`src/rtl/adc_pulse_tx_sched.sv`:
```
// adc_pulse_tx_sched: per sample_tick, runs one ADC conversion, snapshots two
// pulse-event counters and streams a 7-byte checksummed frame to the UART TX.
module adc_pulse_tx_sched #(
  parameter logic [7:0] HEADER      = 8'hA5,
  parameter int         ADC_TIMEOUT = 1000
) (
  input  logic        clk,
  input  logic        rst,
  input  logic        sample_tick,
  output logic        start,
  input  logic        done,
  input  logic [11:0] data1,
  input  logic [11:0] data2,
  input  logic        Pulse1_in,
  input  logic        Pulse2_in,
  output logic        TxD_start,
  output logic [7:0]  TxD_data,
  input  logic        TxD_busy,
  output logic        overrun
);

  localparam int            TW       = (ADC_TIMEOUT > 1) ? $clog2(ADC_TIMEOUT) : 1;
  localparam logic [TW-1:0] TMO_LAST = TW'(ADC_TIMEOUT - 1);

  typedef enum logic [2:0] {S_IDLE, S_CONV, S_LOAD, S_SEND, S_GAP} state_t;

  state_t          r_state;
  state_t          w_state_next;
  logic            r_start;
  logic            r_txd_start;
  logic [7:0]      r_txd_data;
  logic            r_overrun;
  logic [TW-1:0]   r_tmo;
  logic [11:0]     r_ch1;
  logic [11:0]     r_ch2;
  logic [7:0]      r_frame [7];
  logic [2:0]      r_idx;

  logic            w_load;
  logic            w_send_fire;
  logic            w_tmo_hit;
  logic [1:0]      w_pulse_in;
  logic [1:0]      w_edge;
  logic [1:0][7:0] w_pcnt;
  logic [7:0]      w_b1;
  logic [7:0]      w_b2;
  logic [7:0]      w_b3;
  logic [7:0]      w_csum;

  assign w_load      = (r_state == S_LOAD);
  assign w_send_fire = (r_state == S_SEND) && !TxD_busy;
  assign w_tmo_hit   = (r_tmo == TMO_LAST);
  assign w_pulse_in  = {Pulse2_in, Pulse1_in};

  assign w_b1   = r_ch1[11:4];
  assign w_b2   = {r_ch1[3:0], r_ch2[11:8]};
  assign w_b3   = r_ch2[7:0];
  assign w_csum = HEADER ^ w_b1 ^ w_b2 ^ w_b3 ^ w_pcnt[0] ^ w_pcnt[1];

  genvar gi;
  generate
    for (gi = 0; gi < 2; gi++) begin : g_pulse
      logic       r_q;
      logic [7:0] r_cnt;

      assign w_edge[gi] = w_pulse_in[gi] & ~r_q;
      assign w_pcnt[gi] = r_cnt;

      // Saturating rising-edge counter; an edge on the snapshot cycle seeds the next interval.
      always_ff @(posedge clk) begin
        if (rst) begin
          r_q   <= 1'b0;
          r_cnt <= 8'd0;
        end else begin
          r_q <= w_pulse_in[gi];
          if (w_load) begin
            r_cnt <= {7'd0, w_edge[gi]};
          end else if (w_edge[gi] && (r_cnt != 8'hFF)) begin
            r_cnt <= r_cnt + 8'd1;
          end
        end
      end
    end
  endgenerate

  // Next-state decode; done is masked in the start cycle because it may be stale.
  always_comb begin
    w_state_next = r_state;
    case (r_state)
      S_IDLE: if (sample_tick) w_state_next = S_CONV;
      S_CONV: if (!r_start && (done || w_tmo_hit)) w_state_next = S_LOAD;
      S_LOAD: w_state_next = S_SEND;
      S_SEND: if (!TxD_busy) w_state_next = S_GAP;
      S_GAP:  w_state_next = (r_idx == 3'd6) ? S_IDLE : S_SEND;
      default: w_state_next = S_IDLE;
    endcase
  end

  // State register.
  always_ff @(posedge clk) begin
    if (rst) begin
      r_state <= S_IDLE;
    end else begin
      r_state <= w_state_next;
    end
  end

  // Datapath: strobes, ADC capture, frame build and byte sequencing.
  always_ff @(posedge clk) begin
    if (rst) begin
      r_start     <= 1'b0;
      r_txd_start <= 1'b0;
      r_txd_data  <= 8'd0;
      r_overrun   <= 1'b0;
      r_tmo       <= '0;
      r_ch1       <= 12'd0;
      r_ch2       <= 12'd0;
      r_idx       <= 3'd0;
      for (int i = 0; i < 7; i++) r_frame[i] <= 8'd0;
    end else begin
      r_start     <= (r_state == S_IDLE) && sample_tick;
      r_txd_start <= w_send_fire;
      if (w_send_fire) r_txd_data <= r_frame[r_idx];
      if (sample_tick && (r_state != S_IDLE)) r_overrun <= 1'b1;

      case (r_state)
        S_IDLE: begin
          if (sample_tick) r_tmo <= '0;
        end
        S_CONV: begin
          r_tmo <= r_tmo + 1'b1;
          if (!r_start) begin
            if (done) begin
              r_ch1 <= data1;
              r_ch2 <= data2;
            end else if (w_tmo_hit) begin
              r_ch1 <= 12'hFFF;
              r_ch2 <= 12'hFFF;
            end
          end
        end
        S_LOAD: begin
          r_frame[0] <= HEADER;
          r_frame[1] <= w_b1;
          r_frame[2] <= w_b2;
          r_frame[3] <= w_b3;
          r_frame[4] <= w_pcnt[0];
          r_frame[5] <= w_pcnt[1];
          r_frame[6] <= w_csum;
          r_idx      <= 3'd0;
        end
        S_GAP: begin
          if (r_idx != 3'd6) r_idx <= r_idx + 3'd1;
        end
        default: ;
      endcase
    end
  end

  assign start     = r_start;
  assign TxD_start = r_txd_start;
  assign TxD_data  = r_txd_data;
  assign overrun   = r_overrun;

endmodule

```
`config.mk`:
```
export PLATFORM = sky130hd
export DESIGN_NAME = adc_pulse_tx_sched
export DESIGN_NICKNAME = d
export VERILOG_FILES = /design/src/rtl/adc_pulse_tx_sched.sv
export SDC_FILE = /design/constraint.sdc
export NUM_CORES = 1
export LEC_CHECK = 0
export CAP_MARGIN = 20
export CORE_AREA = 2 2 109 111
export DETAILED_ROUTE_END_ITERATION = 8
export DIE_AREA = 0 0 111 113
export DONT_BUFFER_PORTS = 1
export PLACE_DENSITY = 0.76
export SYNTH_ARGS = -nofsm -noshare
export SYNTH_HDL_FRONTEND = slang
export SYNTH_SLANG_ARGS = --single-unit
```
`constraint.sdc`:
```
create_clock -name clk -period 3.9 [get_ports clk]
set_input_delay 0.585 -clock clk [delete_from_list [all_inputs] [get_ports clk]]
set_output_delay 0.585 -clock clk [all_outputs]
set_load 0.005 [all_outputs]
```
==> reports/qor.log, run 1 <==
[status] outcome complete, no violations
[grt] via count of the first global-routing pass 3769
[floorplan] core footprint 11300 um2
[drt] Avg WL per Cell 17.0 um
[grt] first-pass GRT wire length 19.1 mm
[cts] cells resized by post-CTS repair 0
[grt] number of antenna violations at the first check in global routing 0
[layout] fraction of final layout cells with drive strength greater than 1 10.6%
[synth] total number of yosys warnings 0
[job] number of max-cap violations 0
[synth] #FFs+latches synth 118
[synth] ys async rst share 0%
[placement] final estimated routing congestion in global placement 0.782
[cts] worst-case clock buffer depth 2
[cts] number of H-tree levels 4
[layout] Filler Cells Inserted 927
[floorplan] Vert. Die Dim 113 um
[setup_path] number of gates on the worst path with buffers counted 6
[floorplan] starting density of the core 49.1%
[floorplan] total number of placement rows 39
[synth] number of synthesized flops with an enable pin 48
[sta] final critical path time including I/O delays and setup 2.39 ns
[setup_path] count of buffer and inverter cells on the critical path 1
[setup_path] critical setup path kind flop to flop
[sta] Period Utilization, post-route 61.4%
[grt] GR Overflow Total 0
[cts] CTS tree built
[drt] First DRT Iteration DRCs 303
[setup_path] cell family with the largest share of critical-path delay flip-flops
[setup_path] end of the critical path r_idx[1]
[layout] number of antenna cells inserted 0
[setup_path] most frequent CP cell sky130_fd_sc_hd__a21oi_1
[sta] Final Max Slew Viols 0
[layout] Layout Nets 561
[setup_path] slowest stage cell on the critical path sky130_fd_sc_hd__dfxtp_1
[setup_path] depth of the most critical reg-to-reg path 6
[drt] total detailed-routing wirelength 11.6 mm
[cts] Sink Count 118
[setup_path] biggest fanout along the worst timing path 19
[synth] top area cells in the synthesized netlist sky130_fd_sc_hd__edfxtp_1 (26%), sky130_fd_sc_hd__dfxtp_1 (25%), sky130_fd_sc_hd__xnor2_1 (4.7%)
[synth] most instantiated flip-flop cell in the synthesis netlist sky130_fd_sc_hd__dfxtp_1
[sta] worst-case headroom to the max-slew limit 40.0%
[floorplan] overall die width 111 um
[cts] number of setup buffers added after CTS 0
[power_and_ir_drop] Pleak 2.17 nW
[sta] transition time at the pin with the least slew margin 0.900 ns
[drt] remaining antenna violation count 0
[layout] most used cells in the layout excluding fill and tap cells sky130_fd_sc_hd__dfxtp_1 (70), sky130_fd_sc_hd__edfxtp_1 (48), sky130_fd_sc_hd__a21oi_1 (47), sky130_fd_sc_hd__and2_1 (41), sky130_fd_sc_hd__nor2_1 (34)
[setup_path] Critical path origin r_idx[0]
[layout] most common cell after layout, fill and taps aside sky130_fd_sc_hd__dfxtp_1
[synth] number of distinct library cells after synthesis 51
[synth] net count after synthesis 576
[synth] mean cell area of the mapped netlist 10.2 um2
[placement] HPWL after detailed placement 7.73 mm
[setup_path] worst r2r dst r_idx[1]
[sta] setup violators final 0
[sta] number of hold violations in the final report 0
[grt] pin count of the biggest net entering global routing 66
[setup_path] crit-path cells inv_1 -> ha_1 -> a21oi_1 -> a21oi_1 -> or4b_2 -> a21oi_1
[cts] total CTS buffers 17
[layout] end-of-flow core utilization 54.8%
[synth] area of the mapped netlist 5530 um2
[sta] worst clock skew 0.0121 ns
[min_path] HP Class input port to flop
[setup_path] worst flop-to-flop path startpoint r_idx[0]
[sta] setup repair after global routing missed its margin false
[setup_path] worst setup slack for register-to-register paths 1.51 ns
[cts] Worst-path clk slew 0.06 ns
[drt] routed via count 3893
[sta] Max Clk Rate 418 MHz
[drt] post-route DRC violation count 0
[setup_path] Worst Setup Start Kind flop
[sta] setup tns final 0 ns
[setup_path] biggest cell delay along the critical path 0.80 ns
[placement] port buffer count 0
[setup_path] Worst EP required 4.24 ns
[synth] biggest area consumer among synthesized cells sky130_fd_sc_hd__edfxtp_1
[synth] Post-Syn Instances 540
[synth] part of the Yosys area used for sequential elements 51.4%
[floorplan] I/O pin total 42
[drt] TritonRoute pass-1 iters 7
[power_and_ir_drop] PD cells 536 nW/um2
[setup_path] data arrival at the endpoint of the critical path 2.73 ns
[synth] Yosys top cell area share 26.1%
[drt] vias per std cell 5.72
[setup_path] type of destination of the critical path flop
[floorplan] floorplan die area 12500 um2
[grt] total routing usage reported by global routing 19.3%
[cts] source-to-sink clock delay at the later pin of the worst-skew pair 0.42 ns
[min_path] Worst Hold Path Cells 1
[cts] clock root cell sky130_fd_sc_hd__clkbuf_16
[cts] hold_buf cts 0
[layout] Area Overhead vs Synth 11.7%
[power_and_ir_drop] maximum resistive drop on vdd 0.000350 V
==> worst min-delay path by stage <==
stage                        start           to  slack (ns)
final                          rst  TxD_data[3]        0.24
after global routing           rst  TxD_data[4]        0.22
after CTS                      rst  TxD_data[3]        0.22
after detailed placement  r_tmo[9]     r_tmo[9]        0.46
after global placement    r_tmo[9]     r_tmo[9]        0.45
after floorplan           r_tmo[9]     r_tmo[9]        0.43
==> synthesized netlist by cell type, types with 4 or more instances <==
library cell,instances
sky130_fd_sc_hd__o22ai_1,4
sky130_fd_sc_hd__mux2_2,9
sky130_fd_sc_hd__mux2i_1,18
sky130_fd_sc_hd__a211o_1,5
sky130_fd_sc_hd__clkbuf_1,30
sky130_fd_sc_hd__nand3_1,10
sky130_fd_sc_hd__xor2_1,6
sky130_fd_sc_hd__nor2b_1,9
sky130_fd_sc_hd__a211oi_1,7
sky130_fd_sc_hd__a221oi_1,4
sky130_fd_sc_hd__o21ai_0,15
sky130_fd_sc_hd__ha_1,5
sky130_fd_sc_hd__a21oi_1,47
sky130_fd_sc_hd__nor3_1,8
sky130_fd_sc_hd__a311oi_1,24
sky130_fd_sc_hd__nand4_1,6
sky130_fd_sc_hd__nor2_1,34
sky130_fd_sc_hd__nand2_1,24
sky130_fd_sc_hd__buf_6,5
sky130_fd_sc_hd__nand2b_1,4
sky130_fd_sc_hd__inv_1,28
sky130_fd_sc_hd__and2_1,41
sky130_fd_sc_hd__dfxtp_1,70
sky130_fd_sc_hd__edfxtp_1,48
sky130_fd_sc_hd__or4_1,7
sky130_fd_sc_hd__o211ai_1,4
sky130_fd_sc_hd__xnor2_1,30
==> kinds of logic (layout without fill, tap and decap cells) <==
| group | count (synthesis) | after routing | synth area share [%] |
|---|---|---|---|
| and+or+nand+nor | 166 | 166 | 16.7 |
| DFF | 118 | 118 | 51.4 |
| muxes | 27 | 27 | 5.09 |
| AOI/OAI and AO/OA | 121 | 121 | 14.8 |
| xor gates and xnor gates | 36 | 36 | 5.70 |
| buffers and inverters | 67 | 65 | 5.27 |
| adders and majority gates | 5 | 5 | 1.13 |
==> cell type report <==
cell class              count  area (um2)  area share (%)
clock buffers              18         450            7.29
clock inverters            14         161            2.61
inverters                  28         105            1.70
multi-input cells         355        2410            38.9
flip-flops and latches    118        2840            46.0
well taps                 143         179            2.89
repair buffers              5        37.5           0.607
==> through the flow <==
| step | setup slack, ns | cells | area, um2 | hold WS (ns) | power [W] |
|---|---|---|---|---|---|
| 2_1_floorplan | 0.948 | 540 | 5530 | 0.432 | 0.00168 |
| 6_report | 1.51 | 681 | 6180 | 0.239 | 0.00331 |
| 4_1_cts | 1.52 | 681 | 6180 | 0.224 | 0.00333 |
| 3_5_place_dp | 1.54 | 649 | 5570 | 0.464 | 0.00174 |
| 3_3_place_gp | 1.61 | 649 | 5570 | 0.450 | 0.00172 |
| 5_1_grt | 1.29 | 681 | 6180 | 0.222 | 0.00343 |
==> state kept, by name, indices dropped and copies added, names as in the netlist <==
name / count
start: 1
r_idx: 3
TxD_start: 1
g_pulse.r_cnt: 16
r_ch2: 12
overrun: 1
r_ch1: 12
r_tmo: 10
r_frame: 49
r_state: 3
TxD_data: 8
g_pulse.r_q: 2
==> where the power goes <==
group          internal, W  total (W)  switching, W
Sequential         0.00137    0.00143     0.0000581
Clock             0.000996    0.00160      0.000601
Combinational     0.000115   0.000281      0.000166
==> layer usage <==
layer | GRT usage, % | share of wire (%) | vias up
met5 | 0 | 0 | -
met4 | 7.92 | 1.4 | 0
met3 | 4.98 | 4.7 | 15
met2 | 31.3 | 48 | 105
met1 | 25.0 | 46 | 1846
li1 | - | - | 1927
(Power assumes the default switching activity.)
==> inputs of run 2 (changes only) <==
- ABC_AREA: unset -> 1
- PLACE_DENSITY: 0.76 -> 0.79
- clock period: 3.9 -> 2.1 ns (I/O delays scaled with it)
==> run 2 against run 1 <==
Die area did not move. Critical path type unchanged. Wire length rose by 16%. Sequential share of layout area fell by 0.98 points. Largest cell class unchanged. Critical endpoint is now r_idx[2]. Utilization rose by 1.2 points. First-iteration DRC count rose by 33%. Worst hold slack got worse by 0.20 ns. Final area rose by 2.2%. Synthesized area rose by 0.86%. Clock power rose by 76%. Fmax rose by 42%. Via count rose by 20%.
==> reports/qor.log, run 2 <==
[sta] setup repair after global routing missed its margin false
[synth] cell with the most instances after synthesis sky130_fd_sc_hd__nand2_1
[sta] Period Utilization, post-route 80.2%
[setup_path] worst r2r dst r_idx[2]
[floorplan] core footprint 11300 um2
[sta] Max Clk Rate 594 MHz
[setup_path] worst flop-to-flop path startpoint r_state[2]
[synth] area of the mapped netlist 5580 um2
[sta] setup violators final 0
[grt] number of antenna violations at the first check in global routing 0
[synth] net count after synthesis 726
[synth] most instantiated flip-flop cell in the synthesis netlist sky130_fd_sc_hd__dfxtp_1
[grt] pin count of the biggest net entering global routing 43
[synth] Commonest cells post-synth sky130_fd_sc_hd__nand2_1 (125), sky130_fd_sc_hd__inv_1 (101), sky130_fd_sc_hd__nor2_1 (100)
[floorplan] Vert. Die Dim 113 um
[power_and_ir_drop] PD cells 991 nW/um2
[grt] via count of the first global-routing pass 4438
[layout] Largest register FFs 49
[floorplan] total number of placement rows 39
[grt] GR Overflow Total 0
[setup_path] biggest cell delay along the critical path 0.47 ns
[setup_path] crit-path cells inv_1 -> nand3_1 -> nand2_2 -> inv_1 -> o21ai_0 -> a21oi_1
[drt] total detailed-routing wirelength 13.4 mm
[cts] number of H-tree levels 4
[floorplan] I/O pin total 42
[power_and_ir_drop] maximum resistive drop on vdd 0.000636 V
[floorplan] overall die width 111 um
[layout] Layout Nets 728
[setup_path] critical setup path kind flop to flop
[layout] most common cell after layout, fill and taps aside sky130_fd_sc_hd__nand2_1
[placement] Placement Setup Slack 0.467 ns
[synth] mean cell area of the mapped netlist 8.09 um2
[placement] port buffer count 0
[setup_path] end of the critical path r_idx[2]
[cts] worst-case clock buffer depth 2
[sta] post-route worst setup slack 0.416 ns
[cts] total CTS buffers 17
[synth] top area cells in the synthesized netlist sky130_fd_sc_hd__edfxtp_1 (26%), sky130_fd_sc_hd__dfxtp_1 (25%), sky130_fd_sc_hd__nand2_1 (8.4%)
[grt] total routing usage reported by global routing 22.5%
[drt] vias per std cell 5.51
[setup_path] type of destination of the critical path flop
[synth] part of the Yosys area used for sequential elements 50.9%
[setup_path] slowest stage cell on the critical path sky130_fd_sc_hd__dfxtp_1
[synth] ys async rst share 0%
[synth] #FFs+latches synth 118
[layout] number of antenna cells inserted 0
[sta] Final Max Slew Viols 0
[layout] fraction of final layout cells with drive strength greater than 1 7.52%
[cts] CTS tree built
[layout] Filler Cells Inserted 959
[synth] biggest area consumer among synthesized cells sky130_fd_sc_hd__edfxtp_1
[drt] TritonRoute pass-1 iters 6
[setup_path] Worst Setup Start Kind flop
[placement] final estimated routing congestion in global placement 0.929
[setup_path] Worst EP required 2.44 ns
[cts] clock root cell sky130_fd_sc_hd__clkbuf_16
[synth] total number of yosys warnings 0
[setup_path] worst setup slack for register-to-register paths 0.42 ns
[layout] register containing the most flip-flops in the final layout r_frame
[setup_path] depth of the most critical reg-to-reg path 6
[sta] setup tns final 0 ns
[layout] Area Overhead vs Synth 13.2%
[cts] Worst-path clk slew 0.06 ns
[power_and_ir_drop] Pleak 2.55 nW
[synth] Yosys top cell area share 25.8%
[synth] Post-Syn Instances 690
[grt] first-pass GRT wire length 21.9 mm
[floorplan] starting density of the core 49.5%
[status] outcome complete, no violations
[job] number of max-cap violations 0
[setup_path] Critical path origin r_state[2]
[drt] First DRT Iteration DRCs 404
[placement] HPWL after detailed placement 9.43 mm
[sta] worst hold slack across all endpoints 0.0363 ns
[sta] worst clock skew 0.00969 ns
[sta] worst-case headroom to the max-slew limit 48.9%
[layout] leading registers by flop count r_frame: 49 flops, g_pulse.r_cnt: 16 flops
[sta] number of hold violations in the final report 0
[sta] final critical path time including I/O delays and setup 1.68 ns
[cts] source-to-sink clock delay at the later pin of the worst-skew pair 0.42 ns
[setup_path] biggest fanout along the worst timing path 14
[setup_path] data arrival at the endpoint of the critical path 2.03 ns
[synth] number of distinct library cells after synthesis 31
[floorplan] floorplan die area 12500 um2
[drt] post-route DRC violation count 0
[setup_path] most frequent CP cell sky130_fd_sc_hd__inv_1
[drt] remaining antenna violation count 0
[min_path] HP Class input port to flop
[sta] transition time at the pin with the least slew margin 0.761 ns
[synth] number of synthesized flops with an enable pin 48
[layout] most used cells in the layout excluding fill and tap cells sky130_fd_sc_hd__nand2_1 (124), sky130_fd_sc_hd__inv_1 (101), sky130_fd_sc_hd__nor2_1 (100), sky130_fd_sc_hd__dfxtp_1 (70), sky130_fd_sc_hd__a21oi_1 (56)
[cts] Sink Count 118
[drt] Avg WL per Cell 15.8 um
[drt] routed via count 4676
==> run 2: layout make-up <==
| type | instances | area (um2) | share of cell area, % |
|---|---|---|---|
| Tap cell | 143 | 179 | 2.83 |
| Multi-Input combinational cell | 440 | 2200 | 34.9 |
| Clock buffer | 21 | 503 | 7.96 |
| Clock inverter | 11 | 83.8 | 1.33 |
| Timing Repair Buffer | 12 | 118 | 1.86 |
| Sequential cell | 118 | 2840 | 45.0 |
| Inverter | 103 | 387 | 6.12 |
==> run 2: cells by family after synthesis <==
logic type | Yosys count | synth area share [%]
AOI/OAI and AO/OA | 118 | 11.5
DFF | 118 | 50.9
and+or+nand+nor | 288 | 22.2
xor gates and xnor gates | 29 | 4.55
buffers and inverters | 132 | 9.71
adders and majority gates | 5 | 1.12
==> run 2: critical path, delay by kind of cell, from the launching register on <==
kind,cells,cell delay [ns]
flops,1,0.47
simple gates,2,0.49
compound gates,2,0.24
buf+inv,2,0.40
==> run 2: worst min-delay path by stage <==
| stage | from | end | slack, ns | cells after the start |
|---|---|---|---|---|
| after floorplan | rst | r_tmo[3] | 0.38 | 1 |
| after global placement | rst | r_tmo[4] | 0.39 | 1 |
| after CTS | Pulse2_in | g_pulse[1].r_q | 0.02 | 2 |
| after global routing | Pulse2_in | g_pulse[1].r_q | 0.05 | 2 |
| final | Pulse1_in | g_pulse[0].r_q | 0.04 | 2 |
| after detailed placement | rst | r_tmo[6] | 0.39 | 1 |
==> run 2: stage by stage <==
stage | cell area (um2) | utilization, % | cells | power (W)
after floorplan | 5580 | - | 690 | 0.00326
after global placement | 5720 | 50.7 | 815 | 0.00343
after detailed placement | 5720 | 50.7 | 815 | 0.00346
after CTS | 6320 | 56.0 | 848 | 0.00627
after global routing | 6320 | 56.0 | 848 | 0.00649
final | 6320 | 56.0 | 848 | 0.00626
==> run 2: power by group <==
part	switching (W)	leakage (nW)	total [W]	internal, W
clock	0.00109	0.293	0.00281	0.00173
sequential	0.000117	1.07	0.00270	0.00258
combinational	0.000514	1.19	0.000747	0.000233
total	0.00172	2.55	0.00626	0.00454
==> run 2: per-layer routing <==
| layer | routed length, um | global-route usage [%] | up-vias |
|---|---|---|---|
| met5 | 0 | 0 | - |
| met4 | 360 | 10.0 | 0 |
| met3 | 1110 | 7.02 | 37 |
| met2 | 6100 | 34.7 | 225 |
| met1 | 5860 | 29.3 | 2155 |
| li1 | - | - | 2259 |
==> run 2: what timing repair did <==
action                                 CTS  global route
resized for setup                        0             0
setup buffers                            0             0
hold buffers                             1             0
setup endpoints to repair                0             0
endpoints found under the hold margin   13             0
